===== config.mk =====
export PLATFORM = sky130hd
export DESIGN_NAME = sr_cmd_gen
export DESIGN_NICKNAME = d
export VERILOG_FILES = /design/src/rtl/sr_cmd_pkg.sv /design/src/rtl/sr_debounce.sv /design/src/rtl/sr_cmd_gen.sv
export SDC_FILE = /design/constraint.sdc
export NUM_CORES = 1
export LEC_CHECK = 0
export CELL_PAD_IN_SITES_DETAIL_PLACEMENT = 1
export CELL_PAD_IN_SITES_GLOBAL_PLACEMENT = 2
export CORE_MARGIN = 8
export CORE_UTILIZATION = 39
export CTS_BUF_LIST = sky130_fd_sc_hd__clkbuf_16
export CTS_CLUSTER_DIAMETER = 30
export DETAILED_ROUTE_END_ITERATION = 16
export PLACE_DENSITY = 0.86
export SLEW_MARGIN = 20
export SYNTH_ARGS = -nofsm -noshare
export SYNTH_HDL_FRONTEND = slang
export SYNTH_SLANG_ARGS = --single-unit
export TNS_END_PERCENT = 1

===== constraint.sdc =====
create_clock -name clk -period 2.9 [get_ports clk]
set_clock_uncertainty 0.05 [all_clocks]
set_input_delay 0.87 -clock clk [delete_from_list [all_inputs] [get_ports clk]]
set_output_delay 0.87 -clock clk [all_outputs]
set_load 0.005 [all_outputs]

===== src/rtl/sr_cmd_pkg.sv =====
// rtl/sr_cmd_pkg.sv - shared FSM state type and default debounce constants for sr_cmd_gen
package sr_cmd_pkg;

  typedef enum logic [1:0] {
    IDLE  = 2'd0,
    PULSE = 2'd1,
    HOLD  = 2'd2
  } state_t;

  localparam int DB_CYCLES_DEF = 16;
  localparam int DB_W_DEF      = 5;

endpackage


===== src/rtl/sr_debounce.sv =====
// rtl/sr_debounce.sv - 2-flop synchronizer, stable-level debounce counter and rise detect for one button
module sr_debounce
  import sr_cmd_pkg::*;
#(
  parameter int DB_CYCLES = DB_CYCLES_DEF,
  parameter int DB_W      = DB_W_DEF
) (
  input  logic clk,
  input  logic rst,
  input  logic din,
  output logic lvl,
  output logic rise
);

  localparam logic [DB_W-1:0] CNT_LAST = DB_W'(DB_CYCLES - 1);

  logic            sync1;
  logic            sync2;
  logic            lvl_d;
  logic [DB_W-1:0] cnt;

  always_ff @(posedge clk or posedge rst) begin
    if (rst) begin
      sync1 <= 1'b0;
      sync2 <= 1'b0;
    end else begin
      sync1 <= din;
      sync2 <= sync1;
    end
  end

  // Level flips on the DB_CYCLES-th consecutive differing sample, so cnt never exceeds CNT_LAST.
  always_ff @(posedge clk or posedge rst) begin
    if (rst) begin
      cnt   <= '0;
      lvl   <= 1'b0;
      lvl_d <= 1'b0;
    end else begin
      lvl_d <= lvl;
      if (sync2 == lvl) begin
        cnt <= '0;
      end else if (cnt == CNT_LAST) begin
        lvl <= sync2;
        cnt <= '0;
      end else begin
        cnt <= cnt + DB_W'(1);
      end
    end
  end

  assign rise = lvl & ~lvl_d;

endmodule


===== src/rtl/sr_cmd_gen.sv =====
// rtl/sr_cmd_gen.sv - debounced set/clear buttons to single-cycle S/R commands
// SR_CMD_TOGGLE_EN: simultaneous presses issue S=R=1 (toggle); otherwise clear wins.
module sr_cmd_gen
  import sr_cmd_pkg::*;
#(
  parameter int DB_CYCLES = DB_CYCLES_DEF,
  parameter int DB_W      = DB_W_DEF
) (
  input  logic clk,
  input  logic rst,
  input  logic set_btn,
  input  logic clr_btn,
  output logic S,
  output logic R,
  output logic busy,
  output logic set_lvl,
  output logic clr_lvl
);

  logic   set_rise;
  logic   clr_rise;
  state_t state;
  state_t state_nx;
  logic   s_nx;
  logic   r_nx;

  sr_debounce #(
    .DB_CYCLES (DB_CYCLES),
    .DB_W      (DB_W)
  ) u_db_set (
    .clk  (clk),
    .rst  (rst),
    .din  (set_btn),
    .lvl  (set_lvl),
    .rise (set_rise)
  );

  sr_debounce #(
    .DB_CYCLES (DB_CYCLES),
    .DB_W      (DB_W)
  ) u_db_clr (
    .clk  (clk),
    .rst  (rst),
    .din  (clr_btn),
    .lvl  (clr_lvl),
    .rise (clr_rise)
  );

  always_ff @(posedge clk or posedge rst) begin
    if (rst) begin
      state <= IDLE;
      S     <= 1'b0;
      R     <= 1'b0;
      busy  <= 1'b0;
    end else begin
      state <= state_nx;
      S     <= s_nx;
      R     <= r_nx;
      busy  <= (state_nx != IDLE);
    end
  end

  // Presses seen outside IDLE are dropped; HOLD waits for both buttons to be released.
  always_comb begin
    state_nx = state;
    s_nx     = 1'b0;
    r_nx     = 1'b0;
    case (state)
      IDLE: begin
        if (set_rise || clr_rise) begin
          state_nx = PULSE;
`ifdef SR_CMD_TOGGLE_EN
          s_nx = set_rise;
          r_nx = clr_rise;
`else
          s_nx = set_rise & ~clr_rise;
          r_nx = clr_rise;
`endif
        end
      end
      PULSE: state_nx = HOLD;
      HOLD: begin
        if (!set_lvl && !clr_lvl) begin
          state_nx = IDLE;
        end
      end
      default: state_nx = IDLE;
    endcase
  end

endmodule


# Word level (Yosys, flattened, before mapping)

Index checks and enable logic that the tools add are counted.

Bits in registers: 23
Output and inout port bits: 5
Input port bits: 4
Logic and storage cells: 49

$add $sub $neg: 2
Reductions and logical operators: 8
Eq/ne operators: 6
Mux-type cells: 11
Bitwise operators: 8

Operator list:

| kind                                          | count |
|---|---|
| two-way mux 5 bit                             | 4 |
| adder 5 x 1 -> 5 bit, second input constant   | 2 |
| == test 5 x 4 -> 1 bit, second input constant | 2 |
| case mux 2 bit (3 select lines)               | 1 |
| inverter 1 bit                                | 5 |
| two-way mux 1 bit                             | 4 |
| two-way mux 2 bit                             | 2 |
| AND reduction 2 bit                           | 2 |
| AND 1 bit                                     | 3 |
| == test 1 bit                                 | 2 |
| == test 2 x 1 -> 1 bit, second input constant | 1 |
| == test 2 bit, second input constant          | 1 |
| zero test 1 bit                               | 2 |
| zero test 2 bit                               | 1 |
| nonzero test 2 bit                            | 1 |
| logical AND 1 bit                             | 1 |
| logical OR 1 bit                              | 1 |

# Depth between registers and ports, before layout

Word-level depth: 6
Mapped depth: 4
Gate-level depth less buffers: 4

# By module

A second synthesis with hierarchy kept.

Cells, all modules: 67
Area total of the unflattened synthesis: 884.6 um^2

Modules (own cells, without submodules):

| module      | seq. area each (um^2) | instances | cells each | area each (um^2) |
|---|---|---|---|---|
| sr_debounce | 225.2                 | 2         | 26         | 342.8 |
| sr_cmd_gen  | 125.1                 | 1         | 15         | 198.9 |

# Least setup slack after synthesis

Ideal clock, no wire load.

Kind: reg2out
From: register u_db_clr.lvl
To: output port clr_lvl
Arrival time: 0.411 ns
Slack: 1.569 ns
Required time: 1.980 ns
Cell stages (with the launch flop): 1
Buffers on the path: 0
Cell sequence: dfrtp_1

RTL lines:

| item                     | RTL line          | source |
|---|---|---|
| start: declaration       | sr_debounce.sv:11 | `output logic lvl,` |
| start signal: assignment | sr_debounce.sv:43 | `lvl <= sync2;` |
| end: declaration         | sr_cmd_gen.sv:17  | `output logic clr_lvl` |

No word-level cell between the ends.

# Final worst setup path

From: register u_db_set.lvl
To: output port set_lvl

RTL lines:

| item                     | RTL line          | source |
|---|---|---|
| start: declaration       | sr_debounce.sv:11 |  |
| start signal: assignment | sr_debounce.sv:43 |  |
| end: declaration         | sr_cmd_gen.sv:16  | `output logic set_lvl,` |

No word-level cell between the ends.

==> run_results.csv <==
group,metric,value,unit
pwr,p_leak,0.539,nW
sta,setup_ws,0.727,ns
sta,hold_viol_final,0,
layout,instances_no_fill,108,
pwr,vdd_drop_max,0.309,mV
layout,syn_to_final_growth,23.4,%
critical_path,end_kind,"primary output",
die,pin_count,9,
placement,portBuffers,8,
layout,filler_cell_count,234,
clocking,holdBufCountCts,0,
die,die_h,62.9,um
sta,rsz0062_at_grt,"no",
layout,num_antenna_cells,0,
sta,period_needed,2.17,ns
critical_path,crit_family,"buffers and inverters",
layout,layout-drive-gt1-share,7.50,%
critical_path,crit_arrival,1.25,ns
synthesis,synth-compound-area-share,3.20,%
critical_path,crit_path_cell_trace,"clkdlybuf4s50_1",
clocking,cts_resized,0,
min_path,min_path_type,"reg -> reg",
route,wirelength,1.47,mm
route,avgViaCountPerCell,4.69,
pwr,power,0.000652,W
grt,grt_pass1_wl,2.79,mm
die,dieArea,0.00396,mm^2
die,core_area,0.00215,mm^2
synthesis,synthMuxAreaShare,2.62,%
sta,slew_headroom,81.0,%
critical_path,required,1.98,ns
sta,fin_tns_setup,0,ns
synthesis,synthTopCellsByArea,"dfrtp_1, xor2_1, nor2_1",
die,rows,17,
placement,dp_slack,0.987,ns
sta,setup_viol,0,
critical_path,critPathKind,"reg -> out",
route,initialDrtViolationCount,2,
status,status,"finished clean",
route,ant_nets,0,
critical_path,critPathLaunchType,"register",
flow_run,maxCapViolCount,0,
synthesis,yosysWarnings,0,
synthesis,synth_cells,67,
placement,gp_congestion,0.707,
synthesis,synthSimpleGateAreaFrac,16.9,%
sta,max_freq,460,MHz
clocking,postCtsSetupRepairBufs,0,
layout,regArea,576,um^2
sta,slew_viol_final,0,
critical_path,critPathMaxStageDelay,0.55,ns
synthesis,synth_area_leader_cell,"dfrtp_1",
synthesis,synth.distinct_cells,17,
clocking,clock-sinks,23,
sta,post-route-period-util,74.9,%
route,num_vias,507,
placement,dpl.cell_count,104,
route,first_pass_iters,3,
placement,dp_hpwl,1.06,mm
critical_path,critPathSlowestCell,"clkdlybuf4s50_1",
synthesis,synth_fa_ha_area_share,2.91,%
clocking,clk_pin_slew,0.06,ns
clocking,clockRootBuffer,"clkbuf_16",
clocking,cts-buffers-inserted,3,
die,initial_utilization,40.0,%
critical_path,cp.buffers_inverters,1,
sta,tightest_slew,0.283,ns
layout,nets,87,
grt,grt_pass1_vias,602,
synthesis,ys_ff_latch,23,
clocking,clk_path_buf_depth,2,
route,wl_per_cell,13.6,um
grt,grt_antenna_before_repair,0,
layout,post-route-util,49.4,%
grt,grt_max_degree,24,
grt,grt_overflow,0,
die,die_w,62.9,um
synthesis,synth_xor_area_share,6.11,%
synthesis,postSynthAreaPerCell,12.8,um^2
layout,multiInputGateArea,273,um^2
clocking,h-tree-depth,1,
route,drc,0,
pwr,powerDensity,614,mW/mm^2
synthesis,synth_top_area_share,67.0,%
clocking,clock_latency,0.25,ns
synthesis,synth_top_family_by_area,"simple AND/OR/NAND/NOR gates",
synthesis,syn_area,860,um^2
grt,grtUsageTotal,8.96,%
critical_path,cp_max_fo,7,
synthesis,ys_seq_area_share,67.0,%
synthesis,syn-num-nets,73,
clocking,cts_tree,"yes",
==> area by class of cell <==
type | count | area share, %
timing repair buffer | 9 | 8.25
inverter | 3 | 1.06
sequential | 23 | 54.2
clock inverter | 1 | 0.354
tap | 28 | 3.30
clock buffer | 3 | 7.08
multi-input combinational | 41 | 25.7
==> placed cells by master, fill, tap and decap left out, types with 2 or more instances in the layout <==
master and instances:
mux2_1 2, clkdlybuf4s50_1 8, ha_1 2, o21ai_1 3, nand2b_1 5, nand3_1 4, dfrtp_1 23, xor2_1 6
clkbuf_16 3, and3_1 2, inv_1 4, nor2_1 9, and2_1 2
==> stage by stage <==
| step | cell area [um^2] | hold WS (ns) |
|---|---|---|
| final | 1060 | 0.302 |
| after floorplan | 860 | 0.281 |
| after global routing | 1060 | 0.325 |
| after global placement | 982 | 0.289 |
| after detailed placement | 982 | 0.293 |
| after CTS | 1060 | 0.307 |
==> routing by layer <==
metal / GRT usage, % / share of wire [%] / wire, um
met5: 0 / 0 / 0
met4: 4.27 / 0.68 / 10
met3: 3.76 / 3.8 / 56
met2: 15.1 / 53 / 776
met1: 9.37 / 43 / 629
==> cells in the mapped netlist (all sizes together) <==
master,instances
a22oi,1
and2,2
and2b,1
and3,2
dfrtp,23
ha,2
inv,3
mux2,2
nand2b,5
nand3,4
nor2,10
nor3b,1
o21ai,4
or4b,1
xor2,6
==> cell families (layout without fill, tap and decap cells) <==
| logic type | after synthesis | count (layout) |
|---|---|---|
| AOI/OAI and AO/OA | 5 | 5 |
| xor gates and xnor gates | 6 | 6 |
| adders and majority gates | 2 | 2 |
| buffers and inverters | 3 | 16 |
| DFF | 23 | 23 |
| muxes | 2 | 2 |
| and+or+nand+nor | 26 | 26 |
==> worst reg2reg max path, stage by stage, from the launching register on <==
cell and delay, ns:
dfrtp_1 0.36, ha_1 0.20, nand3_1 0.13, nor2_1 0.12
mux2_1 0.32
==> power by group <==
group          internal (W)  switching [W]   total, W
combinational     0.0000120      0.0000153  0.0000272
clock              0.000184       0.000104   0.000287
sequential         0.000331     0.00000668   0.000338
==> final timing paths <==
check / depth (start not counted) / start / slack, ns / endpoint
max in group asynchronous: 3 / rst / 1.66 / u_db_set.lvl
setup / recovery: 1 / u_db_set.lvl / 0.73 / set_lvl
hold / removal: 0 / u_db_set.sync1 / 0.30 / u_db_set.sync2
min in group asynchronous: 3 / rst / 0.91 / u_db_set.cnt[3]
hold reg to reg: 0 / u_db_set.sync1 / 0.30 / u_db_set.sync2
setup reg to reg: 4 / u_db_set.cnt[0] / 1.60 / u_db_set.lvl
==> state kept, by name, indices dropped and copies added (netlist names) <==
name            flops
R                   1
S                   1
busy                1
state               2
u_db_clr.cnt        5
u_db_clr.lvl        1
u_db_clr.lvl_d      1
u_db_clr.sync1      1
u_db_clr.sync2      1
u_db_set.cnt        5
u_db_set.lvl        1
u_db_set.lvl_d      1
u_db_set.sync1      1
u_db_set.sync2      1
(Power assumes the default switching activity.)
